### config.mk
export PLATFORM = sky130hd
export DESIGN_NAME = ist_dispatch_flat
export DESIGN_NICKNAME = d
export VERILOG_FILES = /design/src/rtl/ist_dispatch_pkg.sv /design/src/rtl/ist_dispatch_if.sv /design/src/rtl/ist_dispatch_table.sv /design/src/rtl/ist_dispatch.sv /design/src/flat_wrapper.sv
export SDC_FILE = /design/constraint.sdc
export NUM_CORES = 1
export LEC_CHECK = 0
export CAP_MARGIN = 20
export CORE_UTILIZATION = 37
export DETAILED_ROUTE_END_ITERATION = 8
export GPL_ROUTABILITY_DRIVEN = 0
export PLACE_DENSITY_LB_ADDON = 0.12
export SLEW_MARGIN = 20
export SYNTH_ARGS = -nofsm -noshare
export SYNTH_HDL_FRONTEND = slang
export SYNTH_SLANG_ARGS = --single-unit
export TNS_END_PERCENT = 10
### constraint.sdc
create_clock -name clk -period 1.55 [get_ports clk]
set_clock_uncertainty 0.15 [all_clocks]
set_input_delay 0.155 -clock clk [delete_from_list [all_inputs] [get_ports clk]]
set_output_delay 0.155 -clock clk [all_outputs]
set_load 0.005 [all_outputs]
### src/rtl/ist_dispatch_pkg.sv
`default_nettype none
// ============================================================================
// Module      : ist_dispatch_pkg
// Description : Widths, field offsets, FSM encoding and cid helper for ist_dispatch.
// Revision    : 1.0
// ============================================================================
package ist_dispatch_pkg;

    localparam int TID_WIDTH          = 2;
    localparam int CID_WIDTH          = 2;
    localparam int RID_WIDTH          = TID_WIDTH + CID_WIDTH;
    localparam int NUM_TRIGS_WIDTH    = 3;
    localparam int TRIG_IDX_WIDTH     = 8;
    localparam int TRIG_WIDTH         = 16;

    localparam int IST_MEM_REQ_WIDTH  = TRIG_IDX_WIDTH + NUM_TRIGS_WIDTH + RID_WIDTH;
    localparam int IST_MEM_RESP_WIDTH = RID_WIDTH;
    localparam int TRIG_SRAM_DEPTH    = 2 ** (NUM_TRIGS_WIDTH + CID_WIDTH);
    localparam int TRIG_SRAM_AW       = $clog2(TRIG_SRAM_DEPTH);
    localparam int IST_JOB_WIDTH      = 1 + TRIG_WIDTH + RID_WIDTH;

    // Request word {trig_idx, num_trigs, rid}
    localparam int REQ_RID_LSB        = 0;
    localparam int REQ_NUM_LSB        = RID_WIDTH;
    localparam int REQ_IDX_LSB        = RID_WIDTH + NUM_TRIGS_WIDTH;

    // Job word {last, trig, rid}
    localparam int JOB_RID_LSB        = 0;
    localparam int JOB_TRIG_LSB       = RID_WIDTH;
    localparam int JOB_LAST_BIT       = RID_WIDTH + TRIG_WIDTH;

    typedef logic [CID_WIDTH-1:0]       cid_t;
    typedef logic [RID_WIDTH-1:0]       rid_t;
    typedef logic [NUM_TRIGS_WIDTH-1:0] num_t;

    typedef enum logic [1:0] {
        ST_IDLE  = 2'd0,
        ST_BURST = 2'd1,
        ST_DRAIN = 2'd2
    } state_e;

    function automatic cid_t rid2cid(input rid_t rid);
        return rid[TID_WIDTH +: CID_WIDTH];
    endfunction

endpackage
`default_nettype wire

### src/rtl/ist_dispatch_if.sv
`default_nettype none
// ============================================================================
// Module      : ist_dispatch_if
// Description : Stream, SRAM and job-FIFO signals around ist_dispatch.
// Revision    : 1.0
// ============================================================================
interface ist_dispatch_if;
    import ist_dispatch_pkg::*;

    logic                          ist_req_stream_empty_n;
    logic                          ist_req_stream_read;
    logic [IST_MEM_REQ_WIDTH-1:0]  ist_req_stream_dout;
    logic                          ist_mem_req_stream_full_n;
    logic                          ist_mem_req_stream_write;
    logic [IST_MEM_REQ_WIDTH-1:0]  ist_mem_req_stream_din;
    logic                          ist_mem_resp_stream_empty_n;
    logic                          ist_mem_resp_stream_read;
    logic [IST_MEM_RESP_WIDTH-1:0] ist_mem_resp_stream_dout;
    logic                          trig_sram_rd_en;
    logic [TRIG_SRAM_AW-1:0]       trig_sram_addr;
    logic [TRIG_WIDTH-1:0]         trig_sram_rdata;
    logic                          ist_job_stream_full_n;
    logic                          ist_job_stream_write;
    logic [IST_JOB_WIDTH-1:0]      ist_job_stream_din;

    modport master (
        input  ist_req_stream_empty_n,
        output ist_req_stream_read,
        input  ist_req_stream_dout,
        input  ist_mem_req_stream_full_n,
        output ist_mem_req_stream_write,
        output ist_mem_req_stream_din,
        input  ist_mem_resp_stream_empty_n,
        output ist_mem_resp_stream_read,
        input  ist_mem_resp_stream_dout,
        output trig_sram_rd_en,
        output trig_sram_addr,
        input  trig_sram_rdata,
        input  ist_job_stream_full_n,
        output ist_job_stream_write,
        output ist_job_stream_din
    );

    modport slave (
        output ist_req_stream_empty_n,
        input  ist_req_stream_read,
        output ist_req_stream_dout,
        output ist_mem_req_stream_full_n,
        input  ist_mem_req_stream_write,
        input  ist_mem_req_stream_din,
        output ist_mem_resp_stream_empty_n,
        input  ist_mem_resp_stream_read,
        output ist_mem_resp_stream_dout,
        input  trig_sram_rd_en,
        input  trig_sram_addr,
        output trig_sram_rdata,
        output ist_job_stream_full_n,
        input  ist_job_stream_write,
        input  ist_job_stream_din
    );

endinterface
`default_nettype wire

### src/rtl/ist_dispatch_table.sv
`default_nettype none
// ============================================================================
// Module      : ist_dispatch_table
// Description : Per-ray-slot pending bit and triangle count; one write, one clear, two reads.
// Revision    : 1.0
// ============================================================================
module ist_dispatch_table
    import ist_dispatch_pkg::*;
#(
    parameter int DEPTH = 2 ** CID_WIDTH
) (
    input  wire logic clk,
    input  wire logic arst_n,
    input  wire logic i_wr_en,
    input  wire cid_t i_wr_cid,
    input  wire num_t i_wr_cnt,
    input  wire logic i_clr_en,
    input  wire cid_t i_clr_cid,
    input  wire cid_t i_rd0_cid,
    output logic      o_rd0_pending,
    input  wire cid_t i_rd1_cid,
    output logic      o_rd1_pending,
    output num_t      o_rd1_cnt
);

    logic [DEPTH-1:0] r_pending;
    num_t             r_cnt [DEPTH];

    // Write and clear never address the same slot: a write requires the slot idle.
    always_ff @(posedge clk or negedge arst_n) begin
        if (!arst_n) begin
            r_pending <= '0;
            for (int k = 0; k < DEPTH; k++) begin
                r_cnt[k] <= '0;
            end
        end else begin
            if (i_clr_en) begin
                r_pending[i_clr_cid] <= 1'b0;
            end
            if (i_wr_en) begin
                r_pending[i_wr_cid] <= 1'b1;
                r_cnt[i_wr_cid]     <= i_wr_cnt;
            end
        end
    end

    assign o_rd0_pending = r_pending[i_rd0_cid];
    assign o_rd1_pending = r_pending[i_rd1_cid];
    assign o_rd1_cnt     = r_cnt[i_rd1_cid];

endmodule
`default_nettype wire

### src/rtl/ist_dispatch.sv
`default_nettype none
// ============================================================================
// Module      : ist_dispatch
// Description : Forwards leaf requests to IST memory and expands completions into per-triangle jobs.
// Revision    : 1.0
// ============================================================================
module ist_dispatch
    import ist_dispatch_pkg::*;
#(
    parameter int CID_DEPTH = 2 ** CID_WIDTH
) (
    input  wire logic      clk,
    input  wire logic      arst_n,
    ist_dispatch_if.master bus
);

    state_e r_state;
    state_e w_state_nxt;
    rid_t   r_rid;
    num_t   r_n;
    num_t   r_i;
    logic   r_s_valid;
    rid_t   r_s_rid;
    logic   r_s_last;

    rid_t   w_req_rid;
    num_t   w_req_num;
    cid_t   w_req_cid;
    logic   w_req_pending;
    logic   w_fwd_fire;
    rid_t   w_resp_rid;
    logic   w_tbl_pending;
    num_t   w_tbl_cnt;
    logic   w_resp_read;
    logic   w_adv;
    logic   w_rd_en;
    logic   w_last_issue;
    logic   w_job_write;

    assign w_req_rid  = bus.ist_req_stream_dout[REQ_RID_LSB +: RID_WIDTH];
    assign w_req_num  = bus.ist_req_stream_dout[REQ_NUM_LSB +: NUM_TRIGS_WIDTH];
    assign w_req_cid  = rid2cid(w_req_rid);
    assign w_resp_rid = bus.ist_mem_resp_stream_dout;

    // No bypass on a same-cycle clear: the slot is reusable only once the clear has landed.
    assign w_fwd_fire = arst_n && bus.ist_req_stream_empty_n && bus.ist_mem_req_stream_full_n
                        && !w_req_pending;

    assign bus.ist_req_stream_read      = w_fwd_fire;
    assign bus.ist_mem_req_stream_write = w_fwd_fire;
    assign bus.ist_mem_req_stream_din   = w_fwd_fire ? bus.ist_req_stream_dout : '0;

    ist_dispatch_table #(
        .DEPTH         (CID_DEPTH)
    ) u_table (
        .clk           (clk),
        .arst_n        (arst_n),
        .i_wr_en       (w_fwd_fire),
        .i_wr_cid      (w_req_cid),
        .i_wr_cnt      (w_req_num),
        .i_clr_en      (w_job_write && r_s_last),
        .i_clr_cid     (rid2cid(r_s_rid)),
        .i_rd0_cid     (w_req_cid),
        .o_rd0_pending (w_req_pending),
        .i_rd1_cid     (rid2cid(w_resp_rid)),
        .o_rd1_pending (w_tbl_pending),
        .o_rd1_cnt     (w_tbl_cnt)
    );

    // The read stage may refill whenever it is empty or its job leaves this cycle.
    assign w_adv        = !r_s_valid || bus.ist_job_stream_full_n;
    assign w_last_issue = (r_i == r_n - 1'b1);
    assign w_job_write  = arst_n && r_s_valid && bus.ist_job_stream_full_n;

    always_comb begin
        w_state_nxt = r_state;
        w_resp_read = 1'b0;
        w_rd_en     = 1'b0;
        case (r_state)
            ST_IDLE: begin
                w_resp_read = arst_n && bus.ist_mem_resp_stream_empty_n;
                if (w_resp_read) begin
                    w_state_nxt = ST_BURST;
                end
            end
            ST_BURST: begin
                if (w_adv) begin
                    w_rd_en = arst_n;
                    if (w_last_issue) begin
                        w_state_nxt = ST_DRAIN;
                    end
                end
            end
            ST_DRAIN: begin
                if (w_job_write && r_s_last) begin
                    w_state_nxt = ST_IDLE;
                end
            end
            default: begin
                w_state_nxt = ST_IDLE;
            end
        endcase
    end

    always_ff @(posedge clk or negedge arst_n) begin
        if (!arst_n) begin
            r_state   <= ST_IDLE;
            r_rid     <= '0;
            r_n       <= '0;
            r_i       <= '0;
            r_s_valid <= 1'b0;
            r_s_rid   <= '0;
            r_s_last  <= 1'b0;
        end else begin
            r_state <= w_state_nxt;
            if (w_resp_read) begin
                r_rid <= w_resp_rid;
                r_n   <= w_tbl_cnt;
                r_i   <= '0;
            end else if (w_rd_en) begin
                r_i <= r_i + 1'b1;
            end
            if (w_adv) begin
                r_s_valid <= w_rd_en;
                if (w_rd_en) begin
                    r_s_rid  <= r_rid;
                    r_s_last <= w_last_issue;
                end
            end
        end
    end

    assign bus.ist_mem_resp_stream_read = w_resp_read;
    assign bus.trig_sram_rd_en          = w_rd_en;
    assign bus.trig_sram_addr           = w_rd_en ? {r_i, rid2cid(r_rid)} : '0;
    assign bus.ist_job_stream_write     = w_job_write;
    assign bus.ist_job_stream_din       = w_job_write ? {r_s_last, bus.trig_sram_rdata, r_s_rid} : '0;

    always_ff @(posedge clk) begin
        if (arst_n && w_fwd_fire) begin
            assert (w_req_num != '0);
        end
        if (arst_n && w_resp_read) begin
            assert (w_tbl_pending);
        end
    end

endmodule
`default_nettype wire

### src/flat_wrapper.sv
// flat-port wrapper written by rule: the top's interface ports become plain ports
module ist_dispatch_flat import ist_dispatch_pkg::*;
#(
    parameter int CID_DEPTH = 2 ** CID_WIDTH
)
  (clk, arst_n, bus_ist_req_stream_empty_n, bus_ist_req_stream_read, bus_ist_req_stream_dout, bus_ist_mem_req_stream_full_n, bus_ist_mem_req_stream_write, bus_ist_mem_req_stream_din, bus_ist_mem_resp_stream_empty_n, bus_ist_mem_resp_stream_read, bus_ist_mem_resp_stream_dout, bus_trig_sram_rd_en, bus_trig_sram_addr, bus_trig_sram_rdata, bus_ist_job_stream_full_n, bus_ist_job_stream_write, bus_ist_job_stream_din);
  ist_dispatch_if bus_i ();
  input  wire logic clk;
  input  wire logic arst_n;
  input wire logic [$bits(bus_i.ist_req_stream_empty_n)-1:0] bus_ist_req_stream_empty_n;
  output wire logic [$bits(bus_i.ist_req_stream_read)-1:0] bus_ist_req_stream_read;
  input wire logic [$bits(bus_i.ist_req_stream_dout)-1:0] bus_ist_req_stream_dout;
  input wire logic [$bits(bus_i.ist_mem_req_stream_full_n)-1:0] bus_ist_mem_req_stream_full_n;
  output wire logic [$bits(bus_i.ist_mem_req_stream_write)-1:0] bus_ist_mem_req_stream_write;
  output wire logic [$bits(bus_i.ist_mem_req_stream_din)-1:0] bus_ist_mem_req_stream_din;
  input wire logic [$bits(bus_i.ist_mem_resp_stream_empty_n)-1:0] bus_ist_mem_resp_stream_empty_n;
  output wire logic [$bits(bus_i.ist_mem_resp_stream_read)-1:0] bus_ist_mem_resp_stream_read;
  input wire logic [$bits(bus_i.ist_mem_resp_stream_dout)-1:0] bus_ist_mem_resp_stream_dout;
  output wire logic [$bits(bus_i.trig_sram_rd_en)-1:0] bus_trig_sram_rd_en;
  output wire logic [$bits(bus_i.trig_sram_addr)-1:0] bus_trig_sram_addr;
  input wire logic [$bits(bus_i.trig_sram_rdata)-1:0] bus_trig_sram_rdata;
  input wire logic [$bits(bus_i.ist_job_stream_full_n)-1:0] bus_ist_job_stream_full_n;
  output wire logic [$bits(bus_i.ist_job_stream_write)-1:0] bus_ist_job_stream_write;
  output wire logic [$bits(bus_i.ist_job_stream_din)-1:0] bus_ist_job_stream_din;
  assign bus_i.ist_req_stream_empty_n = bus_ist_req_stream_empty_n;
  assign bus_ist_req_stream_read = bus_i.ist_req_stream_read;
  assign bus_i.ist_req_stream_dout = bus_ist_req_stream_dout;
  assign bus_i.ist_mem_req_stream_full_n = bus_ist_mem_req_stream_full_n;
  assign bus_ist_mem_req_stream_write = bus_i.ist_mem_req_stream_write;
  assign bus_ist_mem_req_stream_din = bus_i.ist_mem_req_stream_din;
  assign bus_i.ist_mem_resp_stream_empty_n = bus_ist_mem_resp_stream_empty_n;
  assign bus_ist_mem_resp_stream_read = bus_i.ist_mem_resp_stream_read;
  assign bus_i.ist_mem_resp_stream_dout = bus_ist_mem_resp_stream_dout;
  assign bus_trig_sram_rd_en = bus_i.trig_sram_rd_en;
  assign bus_trig_sram_addr = bus_i.trig_sram_addr;
  assign bus_i.trig_sram_rdata = bus_trig_sram_rdata;
  assign bus_i.ist_job_stream_full_n = bus_ist_job_stream_full_n;
  assign bus_ist_job_stream_write = bus_i.ist_job_stream_write;
  assign bus_ist_job_stream_din = bus_i.ist_job_stream_din;
  ist_dispatch #(.CID_DEPTH(CID_DEPTH)) u_core (.clk(clk), .arst_n(arst_n), .bus(bus_i));
endmodule
==> reports/results.txt, run 1 <==
Max-slew violations = 0
FF-to-FF setup slack = -0.17 ns
Cell accounting for the most synthesized area = dfrtp_1
Critical path class = register to output pin
Least-Margin Pin Slew = 0.3897 ns
Die Footprint = 0.005288 sq mm
Vias per cell = 4.665
Worst Path Required = 1.24 ns
Post-synth top area share = 0.4598
Clock transition at path regs = 0.07 ns
Number of detailed-route iterations in the first pass = 4
Post-detail-place hpwl = 3598 microns
CP max FO = 8
Power per cell area = 1337 mW/mm^2
Crit path DAT = 1.75 ns
Via count = 1656
Post-synthesis sequential area ratio = 0.4598
YS warnings = 0
Most numerous cell in the Yosys netlist = and2_1
Total Routing Usage GR = 0.1974
Syn Std Cell Area = 0.001851 sq mm
Clock Root Buffer = clkbuf_8
Final wirelength = 5049 microns
Peak supply drop = 0.001412 V
Syn Nets = 200
Final Non-Filler Cells = 355
Antenna fix cells = 0
Worst-Skew Late Latency = 0.28 ns
Fin util = 0.6918
Initial antenna violation count = 0
Initial Util = 0.3892
Dpl cell area = 0.003032 sq mm
Maxcap violations = 0
Core area = 0.004755 sq mm
Failing checks = setup timing
Routed wire per std cell = 14.22 microns
Post-synthesis register bit count = 34
Area delta synth->final = 77.75%
Die Height = 72.72 microns
Initial DRC Count = 55
DRT antenna net count = 0
Final WS setup = -0.5046 ns
Commonest cells post-synth = and2_1 (35), dfrtp_1 (34), mux2_2 (19), and3_1 (6)
Top FF cell, synth = dfrtp_1
Largest net degree at the start of global routing = 31
Syn_area_per_cell = 11.79 sq um
Worst Setup End Kind = output pin
Hold WS = 0.1235 ns
Final hold viol count = 0
Final period util = 1.326
Port buffer count = 86
Cell count after synthesis = 157
Relative slew slack = 0.7402
Setup Viol. Count Final = 63
Clock buffer depth = 2
Yosys cell types = 38
Num CTS Buffers = 5
Vias in the first global route = 1619
First-pass GRT wire length = 7831 microns
Rows = 25
Reg2Reg Depth = 3
Reg-to-Reg Start = u_core.u_table.r_pending[0]$_DFF_PN0_
Share of layout cells above drive strength 1 = 0.4097
Fin crit period = 2.055 ns
Total gr overflow = 0
Status = complete, but fails checks
Reg-to-reg critical path endpoint = u_core.u_table.r_cnt[11]$_DFFE_PN0P_
CP Launch Type = register
CTS tree = built
CTS sink cnt = 34
Post-synth EDFFs = 0
Synth area leaders = dfrtp_1 (46%), and2_1 (12%), mux2_2 (12%)
Min-Delay Path Class = input pin to async pin
RSZ-0062 raised after global routing = yes
Die extent in x = 72.72 microns
Leak = 1.582 nW
FFs w/ async S/R, synth = 1.000
DRC errors left = 0
IO Count = 87
Final Cell Area = 0.003289 sq mm
Final #Nets = 330
Fmax = 486.7 MHz
Placed Cells incl. Taps = 338
H-tree levels = 2
## area by class of cell
class,instances,area (sq um)
Tap cell,67,83.83
Fill cell,384,1465
Timing Repair Buffer,128,1149
Sequential cell,34,850.8
Multi-Input combinational cell,115,1052
Clock buffer,6,82.58
Inverter,3,11.26
Clock inverter,2,60.06
## power by group
part	total (W)	switching, W	internal [W]
logic	0.00190	0.000696	0.00120
clock network	0.00100	0.000314	0.000686
registers	0.00150	0.000258	0.00124
total	0.00440	0.00127	0.00313
## cells by family after synthesis
family,Yosys count,share of synthesized area
AOI/OAI and AO/OA,13,0.04259
and+or+nand+nor,70,0.2481
muxes,27,0.1941
adders and majority gates,2,0.01352
DFF,34,0.4598
buffers and inverters,8,0.01961
xor gates and xnor gates,3,0.02231
## state kept, by name, indices dropped and copies added (netlist names)
| register | flops |
|---|---|
| u_core.u_table.r_pending | 4 |
| u_core.r_n | 3 |
| u_core.r_s_valid | 1 |
| u_core.r_s_last | 1 |
| u_core.u_table.r_cnt | 12 |
| u_core.r_rid | 4 |
| u_core.r_state | 2 |
| u_core.r_i | 3 |
| u_core.r_s_rid | 4 |
## worst max-delay path, cell delays in order (launching register included)
cell	delay (ns)
dfrtp_1	0.39
mux4_2	0.50
nor2_4	0.12
buf_12	0.12
buf_8	0.11
and2_1	0.12
buf_2	0.10
## stage by stage
stage	total power [W]	worst slack, ns	TNS, ns
3_5_place_dp	0.003141	-0.8433	-31.73
6_report	0.004398	-0.5046	-16.11
3_3_place_gp	0.003094	-0.8352	-31.05
2_1_floorplan	0.002336	-0.07714	-0.8488
5_1_grt	0.004658	-0.5616	-19.90
4_1_cts	0.004267	-0.5427	-19.07
## layout by cell type, fill, tap and decap left out, types with 2 or more instances in the layout
cell             netlist  routed
nand2_1                5       5
buf_6                  0      11
clkbuf_2               0       3
o21ai_0                5       5
clkdlybuf4s50_1        0      48
clkdlybuf4s15_2        0       2
mux2_2                19      13
nand2b_1               4       4
mux4_2                 4       4
and2_4                 0       7
dlygate4sd2_1          0      13
and3_1                 6       6
clkbuf_8               0       6
dfrtp_1               34      34
buf_2                  2      12
dlygate4sd3_1          0       3
buf_4                  1      32
nand4_1                2       2
a21o_1                 2       2
buf_8                  0       2
bufinv_16              0       2
nand3_1                2       2
nor2b_1                2       2
mux2_4                 3       9
and2_1                35      28
inv_1                  3       2
a21oi_1                3       3
## routing by layer
layer  share of wire  track usage  vias to the layer above
met5               0            0                        -
met2            0.49       0.3178                       45
li1                -            -                      811
met4          0.0034      0.04575                        0
met1            0.45       0.2630                      798
met3           0.059      0.05939                        2
## worst max path at each step
stage	from	end	slack [ns]	cells past startpoint
5_1_grt	u_core.u_table.r_pending[3]$_DFF_PN0_	bus_ist_mem_req_stream_din[13]	-0.56	6
2_1_floorplan	u_core.u_table.r_pending[2]$_DFF_PN0_	bus_ist_mem_req_stream_din[0]	-0.08	4
3_5_place_dp	bus_ist_req_stream_dout[2]	bus_ist_mem_req_stream_din[2]	-0.84	6
3_3_place_gp	bus_ist_req_stream_dout[2]	bus_ist_mem_req_stream_din[11]	-0.84	6
6_report	u_core.u_table.r_pending[3]$_DFF_PN0_	bus_ist_mem_req_stream_din[13]	-0.50	6
4_1_cts	u_core.u_table.r_pending[3]$_DFF_PN0_	bus_ist_mem_req_stream_din[2]	-0.54	6
## repair_timing
item	in CTS	in global routing
setup endpoints to repair	70	74
setup buffers	3	2
endpoints found under the hold margin	34	1
gates resized for setup	121	24
pin swaps	14	4
hold buffers	2	2
No activity file was read; power rests on OpenSTA's default activity.
==> run 2, diff against run 1 <==
--- a/config.mk
+++ b/config.mk
@@ -6,6 +6,7 @@
 export NUM_CORES = 1
 export LEC_CHECK = 0
 export CAP_MARGIN = 20
+export CORE_ASPECT_RATIO = 1.25
 export CORE_UTILIZATION = 37
 export DETAILED_ROUTE_END_ITERATION = 8
 export GPL_ROUTABILITY_DRIVEN = 0
==> reports/results.txt, run 2 (synthesis gave the netlist of run 1 again) <==
Status = complete, but fails checks (unchanged)
Failing checks = setup timing (unchanged)
Fin crit period = 2.077 ns (was 2.055 ns)
CTS sink cnt = 34 (unchanged)
Min-Delay Path Class = input pin to async pin (unchanged)
Largest net degree at the start of global routing = 23 (was 31)
Clock transition at path regs = 0.07 ns (about the same)
Die Height = 81.07 microns (was 72.72 microns)
Metal-1 WL = 1932 microns (was 2254 microns)
CTS tree = built (unchanged)
Largest register FFs = 12 (unchanged)
Critical path class = register to output pin (unchanged)
Crit path largest cell delay = 0.50 ns (about the same)
Final #Nets = 328 (was 330)
Final period util = 1.340 (was 1.326)
Clock buffer depth = 2 (unchanged)
Crit path DAT = 1.77 ns (was 1.75 ns)
Port buffer count = 86 (unchanged)
Core area = 0.004765 sq mm (was 0.004755 sq mm)
Number of detailed-route iterations in the first pass = 4 (unchanged)
Max-slew violations = 0 (unchanged)
Num CTS Buffers = 5 (unchanged)
Vias per cell = 4.794 (was 4.665)
Rows = 28 (was 25)
Initial antenna violation count = 0 (unchanged)
Worst path top cell family by delay = multiplexers (unchanged)
CP max FO = 8 (unchanged)
Highest-count cells in the layout ignoring fill and taps = clkdlybuf4s50_1 (61), dfrtp_1 (34), buf_4 (31) (was clkdlybuf4s50_1 (48), dfrtp_1 (34), buf_4 (32))
Bufs and invs on worst path = 3 (unchanged)
Relative slew slack = 0.8128 (was 0.7402)
IO Count = 87 (unchanged)
Final WS setup = -0.5267 ns (was -0.5046 ns)
Die extent in x = 65.26 microns (was 72.72 microns)
Via count = 1649 (was 1656)
# fillers = 413 (was 384)
Dpl ws = -0.8505 ns (was -0.8433 ns)
Biggest register = u_core.u_table.r_cnt (unchanged)
Fmax = 481.5 MHz (was 486.7 MHz)
Worst-Skew Late Latency = 0.28 ns (about the same)
Total gr overflow = 0 (unchanged)
Clock Root Buffer = clkbuf_8 (unchanged)
Die Footprint = 0.005290 sq mm (was 0.005288 sq mm)
Routed wire per std cell = 14.26 microns (was 14.22 microns)
Crit-path cells = mux4_2 -> nor2_4 -> buf_12 -> buf_16 -> and2_4 -> buf_6 (was mux4_2 -> nor2_4 -> buf_12 -> buf_8 -> and2_1 -> buf_2)
Initial DRC Count = 32 (was 55)
Final wirelength = 4906 microns (was 5049 microns)
Final hold viol count = 0 (unchanged)
Vias in the first global route = 1663 (was 1619)
Setup Viol. Count Final = 53 (was 63)
Share of layout cells above drive strength 1 = 0.3979 (was 0.4097)
DRC errors left = 0 (unchanged)
RSZ-0062 raised after global routing = yes (unchanged)
Worst Setup End Kind = output pin (unchanged)
Power per cell area = 1216 mW/mm^2 (was 1337 mW/mm^2)
Fin util = 0.6893 (was 0.6918)
Overall Power = 0.003993 W (was 0.004398 W)
Leak = 1.505 nW (was 1.582 nW)
Antenna fix cells = 0 (unchanged)
Commonest non-fill, non-tap cell in the layout = clkdlybuf4s50_1 (unchanged)
CP Launch Type = register (unchanged)
Reg-to-Reg Start = u_core.u_table.r_pending[0]$_DFF_PN0_ (unchanged)
Met2 WL = 2764 microns (was 2477 microns)
Total Routing Usage GR = 0.1880 (was 0.1974)
Post-detail-place hpwl = 3684 microns (was 3598 microns)
Max Used Layer = met4 (unchanged)
Reg-to-reg critical path endpoint = u_core.u_table.r_cnt[9]$_DFFE_PN0P_ (was u_core.u_table.r_cnt[11]$_DFFE_PN0P_)
Least-Margin Pin Slew = 0.2785 ns (was 0.3897 ns)
WL met3 = 176 microns (was 300 microns)
Area delta synth->final = 77.48% (was 77.75%)
Peak supply drop = 0.0006116 V (was 0.001412 V)
Initial Util = 0.3884 (was 0.3892)
First-pass GRT wire length = 7514 microns (was 7831 microns)
Worst Path Required = 1.24 ns (about the same)
FF-to-FF setup slack = -0.13 ns (was -0.17 ns)
Reg2Reg Depth = 3 (unchanged)
H-tree levels = 2 (unchanged)
Crit path max-delay cell type = mux4_2 (unchanged)
Maxcap violations = 0 (unchanged)
DRT antenna net count = 0 (unchanged)
==> run 2: cell types whose count changed in the layout (fill, tap and decap cells not counted), sizes merged <==
cell           delta
clkdlybuf4s15     -1
clkdlybuf4s50    +13
buf               -3
clkbuf            -1
dlygate4sd3       -1
dlygate4sd2       -8
dlymetal6s4s      -1
bufinv            -2
==> run 2: area by class of cell <==
cell class	instances	area (sq um)	area share
repair buffers	126	1202	0.3661
multi-input cells	115	1062	0.3234
flip-flops and latches	34	850.8	0.2590
clock buffers	6	82.58	0.02514
well taps	60	75.07	0.02286
inverters	3	11.26	0.003429
==> run 2: per-stage QoR <==
| step | cell area, sq um | hold slack (ns) | TNS [ns] | instances |
|---|---|---|---|---|
| CTS | 3218 | 0.1300 | -20.47 | 344 |
| global route | 3284 | 0.1360 | -23.25 | 344 |
| floorplan | 1857 | -0.2906 | -0.8488 | 157 |
| finish | 3284 | 0.1330 | -19.08 | 344 |
| detailed placement | 3020 | -0.1696 | -31.96 | 329 |
| global placement | 3020 | -0.1678 | -31.17 | 329 |
==> run 2: per-layer routing <==
| metal | up-vias | GRT usage |
|---|---|---|
| met3 | 5 | 0.04494 |
| li1 | 806 | - |
| met5 | - | 0 |
| met2 | 44 | 0.3485 |
| met1 | 794 | 0.2144 |
| met4 | 0 | 0.04565 |
==> run 2: power breakdown <==
part	switching [W]	internal (W)	total, W
registers	0.000268	0.00124	0.00151
logic	0.000631	0.00122	0.00185
clock network	0.000291	0.000342	0.000634
==> run 2: what timing repair did <==
item                       in CTS  in global routing
setup endpoints to repair      68                 65
buffers inserted                5                  1
pin swaps                      13                  4
hold endpoints to repair       34                  0
gates cloned                    2                  0
hold buffers                    2                  0
gates resized for setup        95                 25
==> run 2: worst max-delay path by stage <==
stage	slack (ns)	to	cells past startpoint	start
floorplan	-0.08	bus_ist_mem_req_stream_din[0]	4	u_core.u_table.r_pending[2]$_DFF_PN0_
global placement	-0.84	bus_ist_mem_req_stream_din[14]	6	bus_ist_req_stream_dout[2]
detailed placement	-0.85	bus_ist_mem_req_stream_din[11]	6	bus_ist_req_stream_dout[2]
CTS	-0.55	bus_ist_mem_req_stream_din[11]	6	u_core.u_table.r_pending[1]$_DFF_PN0_
global route	-0.58	bus_ist_mem_req_stream_din[11]	6	u_core.u_table.r_pending[1]$_DFF_PN0_
finish	-0.53	bus_ist_mem_req_stream_din[3]	6	u_core.u_table.r_pending[3]$_DFF_PN0_
==> run 3, diff against run 2 <==
--- a/config.mk
+++ b/config.mk
@@ -5,9 +5,10 @@
 export SDC_FILE = /design/constraint.sdc
 export NUM_CORES = 1
 export LEC_CHECK = 0
+export ABC_AREA = 1
 export CAP_MARGIN = 20
 export CORE_ASPECT_RATIO = 1.25
-export CORE_UTILIZATION = 37
+export CORE_UTILIZATION = 38
 export DETAILED_ROUTE_END_ITERATION = 8
 export GPL_ROUTABILITY_DRIVEN = 0
 export PLACE_DENSITY_LB_ADDON = 0.12
==> reports/results.txt, run 3 <==
Max Used Layer = met4 (unchanged)
Critical path class = register to output pin (unchanged)
Maxcap violations = 0 (unchanged)
Crit path DAT = 1.52 ns (was 1.77 ns)
Fmax = 549.4 MHz (was 481.5 MHz)
Top FF cell, synth = dfrtp_1 (unchanged)
Post-synth EDFFs = 0 (unchanged)
Final hold viol count = 0 (unchanged)
Total gr overflow = 0 (unchanged)
Failing checks = setup timing (unchanged)
DRC errors left = 0 (unchanged)
Multi-input gate area = 0.001007 sq mm (was 0.001062 sq mm)
Number of detailed-route iterations in the first pass = 4 (unchanged)
Clock Root Buffer = clkbuf_8 (unchanged)
Highest-count cells in the layout ignoring fill and taps = inv_1 (56), nand2_1 (44), buf_2 (34), clkdlybuf4s50_1 (34), dfrtp_1 (34) (was clkdlybuf4s50_1 (61), dfrtp_1 (34), buf_4 (31))
Max-slew violations = 0 (unchanged)
Setup TNS = -6.177 ns (was -19.08 ns)
Final period util = 1.174 (was 1.340)
Post-synth top area share = 0.4413 (was 0.4598)
Biggest register = u_core.u_table.r_cnt (unchanged)
Total Routing Usage GR = 0.2207 (was 0.1880)
Num CTS Buffers = 5 (unchanged)
Post-synthesis sequential area ratio = 0.4413 (was 0.4598)
Min-Delay Path Class = input pin to async pin (unchanged)
Syn Std Cell Area = 0.001928 sq mm (was 0.001851 sq mm)
YS warnings = 0 (unchanged)
H-tree levels = 2 (unchanged)
DRT antenna net count = 0 (unchanged)
Port buffer count = 86 (unchanged)
Clock transition at path regs = 0.07 ns (about the same)
Final WS setup = -0.2703 ns (was -0.5267 ns)
Initial Util = 0.4017 (was 0.3884)
Metal-1 WL = 2167 microns (was 1932 microns)
Worst Path Required = 1.24 ns (about the same)
Routed wire per std cell = 12.22 microns (was 14.26 microns)
CTS tree = built (unchanged)
FF-to-FF setup slack = -0.18 ns (was -0.13 ns)
Crit path largest cell delay = 0.41 ns (was 0.50 ns)
Worst-Skew Late Latency = 0.28 ns (about the same)
Final wirelength = 5742 microns (was 4906 microns)
Crit-path cells = a21oi_4 -> nand2_4 -> buf_12 -> buf_6 -> nor2_4 -> buf_2 (was mux4_2 -> nor2_4 -> buf_12 -> buf_16 -> and2_4 -> buf_6)
Initial DRC Count = 80 (was 32)
Worst Setup End Kind = output pin (unchanged)
FFs w/ async S/R, synth = 1.000 (unchanged)
Share of layout cells above drive strength 1 = 0.3780 (was 0.3979)
RSZ-0062 raised after global routing = yes (unchanged)
Post-detail-place hpwl = 3847 microns (was 3684 microns)
Commonest non-fill, non-tap cell in the layout = inv_1 (was clkdlybuf4s50_1)
Relative slew slack = 0.8141 (was 0.8128)
Setup Viol. Count Final = 45 (was 53)
Antenna fix cells = 0 (unchanged)
Largest register FFs = 12 (unchanged)
Register area = 850.8 sq um (unchanged)
Most numerous cell in the Yosys netlist = inv_1 (was and2_1)
CP Launch Type = register (unchanged)
Commonest cells post-synth = inv_1 (59), nand2_1 (48), nor2_1 (47), dfrtp_1 (34), o21ai_0 (21) (was and2_1 (35), dfrtp_1 (34), mux2_2 (19), and3_1 (6))
Vias per cell = 4.572 (was 4.794)
Least-Margin Pin Slew = 0.2782 ns (was 0.2785 ns)
Syn Nets = 308 (was 200)
Area delta synth->final = 80.01% (was 77.48%)
Syn_area_per_cell = 7.276 sq um (was 11.79 sq um)
Leak = 1.856 nW (was 1.505 nW)
Post-synthesis register bit count = 34 (unchanged)
Bufs and invs on worst path = 3 (unchanged)
Largest net degree at the start of global routing = 20 (was 23)
Overall Power = 0.004042 W (was 0.003993 W)
Die Height = 81.64 microns (was 81.07 microns)
WL met3 = 265 microns (was 176 microns)
Status = complete, but fails checks (unchanged)
Fin crit period = 1.820 ns (was 2.077 ns)
Die Footprint = 0.005365 sq mm (was 0.005290 sq mm)
Dpl ws = -0.5825 ns (was -0.8505 ns)
Crit path max-delay cell type = dfrtp_1 (was mux4_2)
CTS sink cnt = 34 (unchanged)
Cell count after synthesis = 265 (was 157)
Initial antenna violation count = 0 (unchanged)
Rows = 28 (unchanged)
Power per cell area = 1164 mW/mm^2 (was 1216 mW/mm^2)
Worst path top cell family by delay = flip-flops (was multiplexers)
Cell accounting for the most synthesized area = dfrtp_1 (unchanged)
IO Count = 87 (unchanged)
Peak supply drop = 0.0006453 V (was 0.0006116 V)
First-pass GRT wire length = 8997 microns (was 7514 microns)
# fillers = 393 (was 413)
Yosys cell types = 28 (was 38)
Met2 WL = 3246 microns (was 2764 microns)
Die extent in x = 65.71 microns (was 65.26 microns)
Vias in the first global route = 2165 (was 1663)
Final #Nets = 452 (was 328)
CP max FO = 5 (was 8)
Core area = 0.004800 sq mm (was 0.004765 sq mm)
Clock buffer depth = 2 (unchanged)
Synth area leaders = dfrtp_1 (44%), inv_1 (11%), nand2_1 (9.3%) (was dfrtp_1 (46%), and2_1 (12%), mux2_2 (12%))
Fin util = 0.7231 (was 0.6893)
Via count = 2149 (was 1649)
run 3: changes by cell type after synthesis, sizes merged, moves of 3 or more:
cell / before / now
o22ai: 0 / 3
nand2: 5 / 50
mux2: 22 / 0
nor2: 2 / 57
and3: 6 / 0
and2: 35 / 0
o21ai: 5 / 31
nand3: 3 / 10
nand2b: 4 / 0
inv: 3 / 59
mux4: 4 / 0
run 3: per-stage QoR:
step | hold slack [ns] | std cells | area, sq um
global placement | -0.02405 | 437 | 3063
CTS | 0.2544 | 467 | 3313
finish | 0.1143 | 470 | 3471
detailed placement | -0.02522 | 437 | 3063
floorplan | -0.2906 | 265 | 1928
global route | 0.1399 | 470 | 3471
run 3: final timing paths:
kind,start,endpoint,depth (start not counted)
max,u_core.u_table.r_pending[3]$_DFF_PN0_,bus_ist_mem_req_stream_din[2],6
min,arst_n,u_core.r_s_rid[0]$_DFFE_PN0P_,4
max reg2reg,u_core.r_s_valid$_DFFE_PN0P_,u_core.u_table.r_pending[1]$_DFF_PN0_,11
min reg2reg,u_core.u_table.r_cnt[5]$_DFFE_PN0P_,u_core.u_table.r_cnt[5]$_DFFE_PN0P_,2
max in group asynchronous,arst_n,u_core.r_s_valid$_DFFE_PN0P_,4
min in group clk,bus_ist_mem_resp_stream_dout[0],u_core.r_rid[0]$_DFFE_PN0P_,3
run 3: layer usage:
metal  global-route usage  up-vias
li1                     -     1086
met1               0.2172     1001
met2               0.4469       55
met3              0.03889        7
met4              0.07826        0
met5                    0        -
run 3: layout make-up:
cell class / instances / share of cell area
inverter: 60 / 0.06489
tap: 60 / 0.02163
multi-input combinational: 166 / 0.2902
timing repair buffer: 142 / 0.3518
clock buffer: 7 / 0.02487
clock inverter: 1 / 0.001442
sequential: 34 / 0.2451
run 3: cell families after synthesis:
family,share of synthesized area
simple gates,0.2816
buf+inv,0.1356
compound gates,0.1194
flops,0.4413
xor+xnor,0.009087
fa+ha+maj,0.01298
run 3: power by group:
group          switching, W  leakage (nW)  internal [W]  total (W)
registers          0.000217         0.423       0.00122    0.00144
clock network      0.000306        0.0482      0.000358   0.000664
logic              0.000980          1.38      0.000960    0.00194
run 3: timing repair:
item / in CTS / in global routing
setup endpoints to repair: 47 / 58
gates resized for setup: 206 / 41
hold buffers: 2 / 1
pin swaps: 12 / 6
cloned: 2 / 0
hold endpoints to repair: 34 / 1
setup buffers: 18 / 2
run 3: worst min-delay path, cell delays in order:
cell	delay, ns
buf_2	0.13
buf_4	0.16
dlymetal6s4s_1	0.26
buf_8	0.19
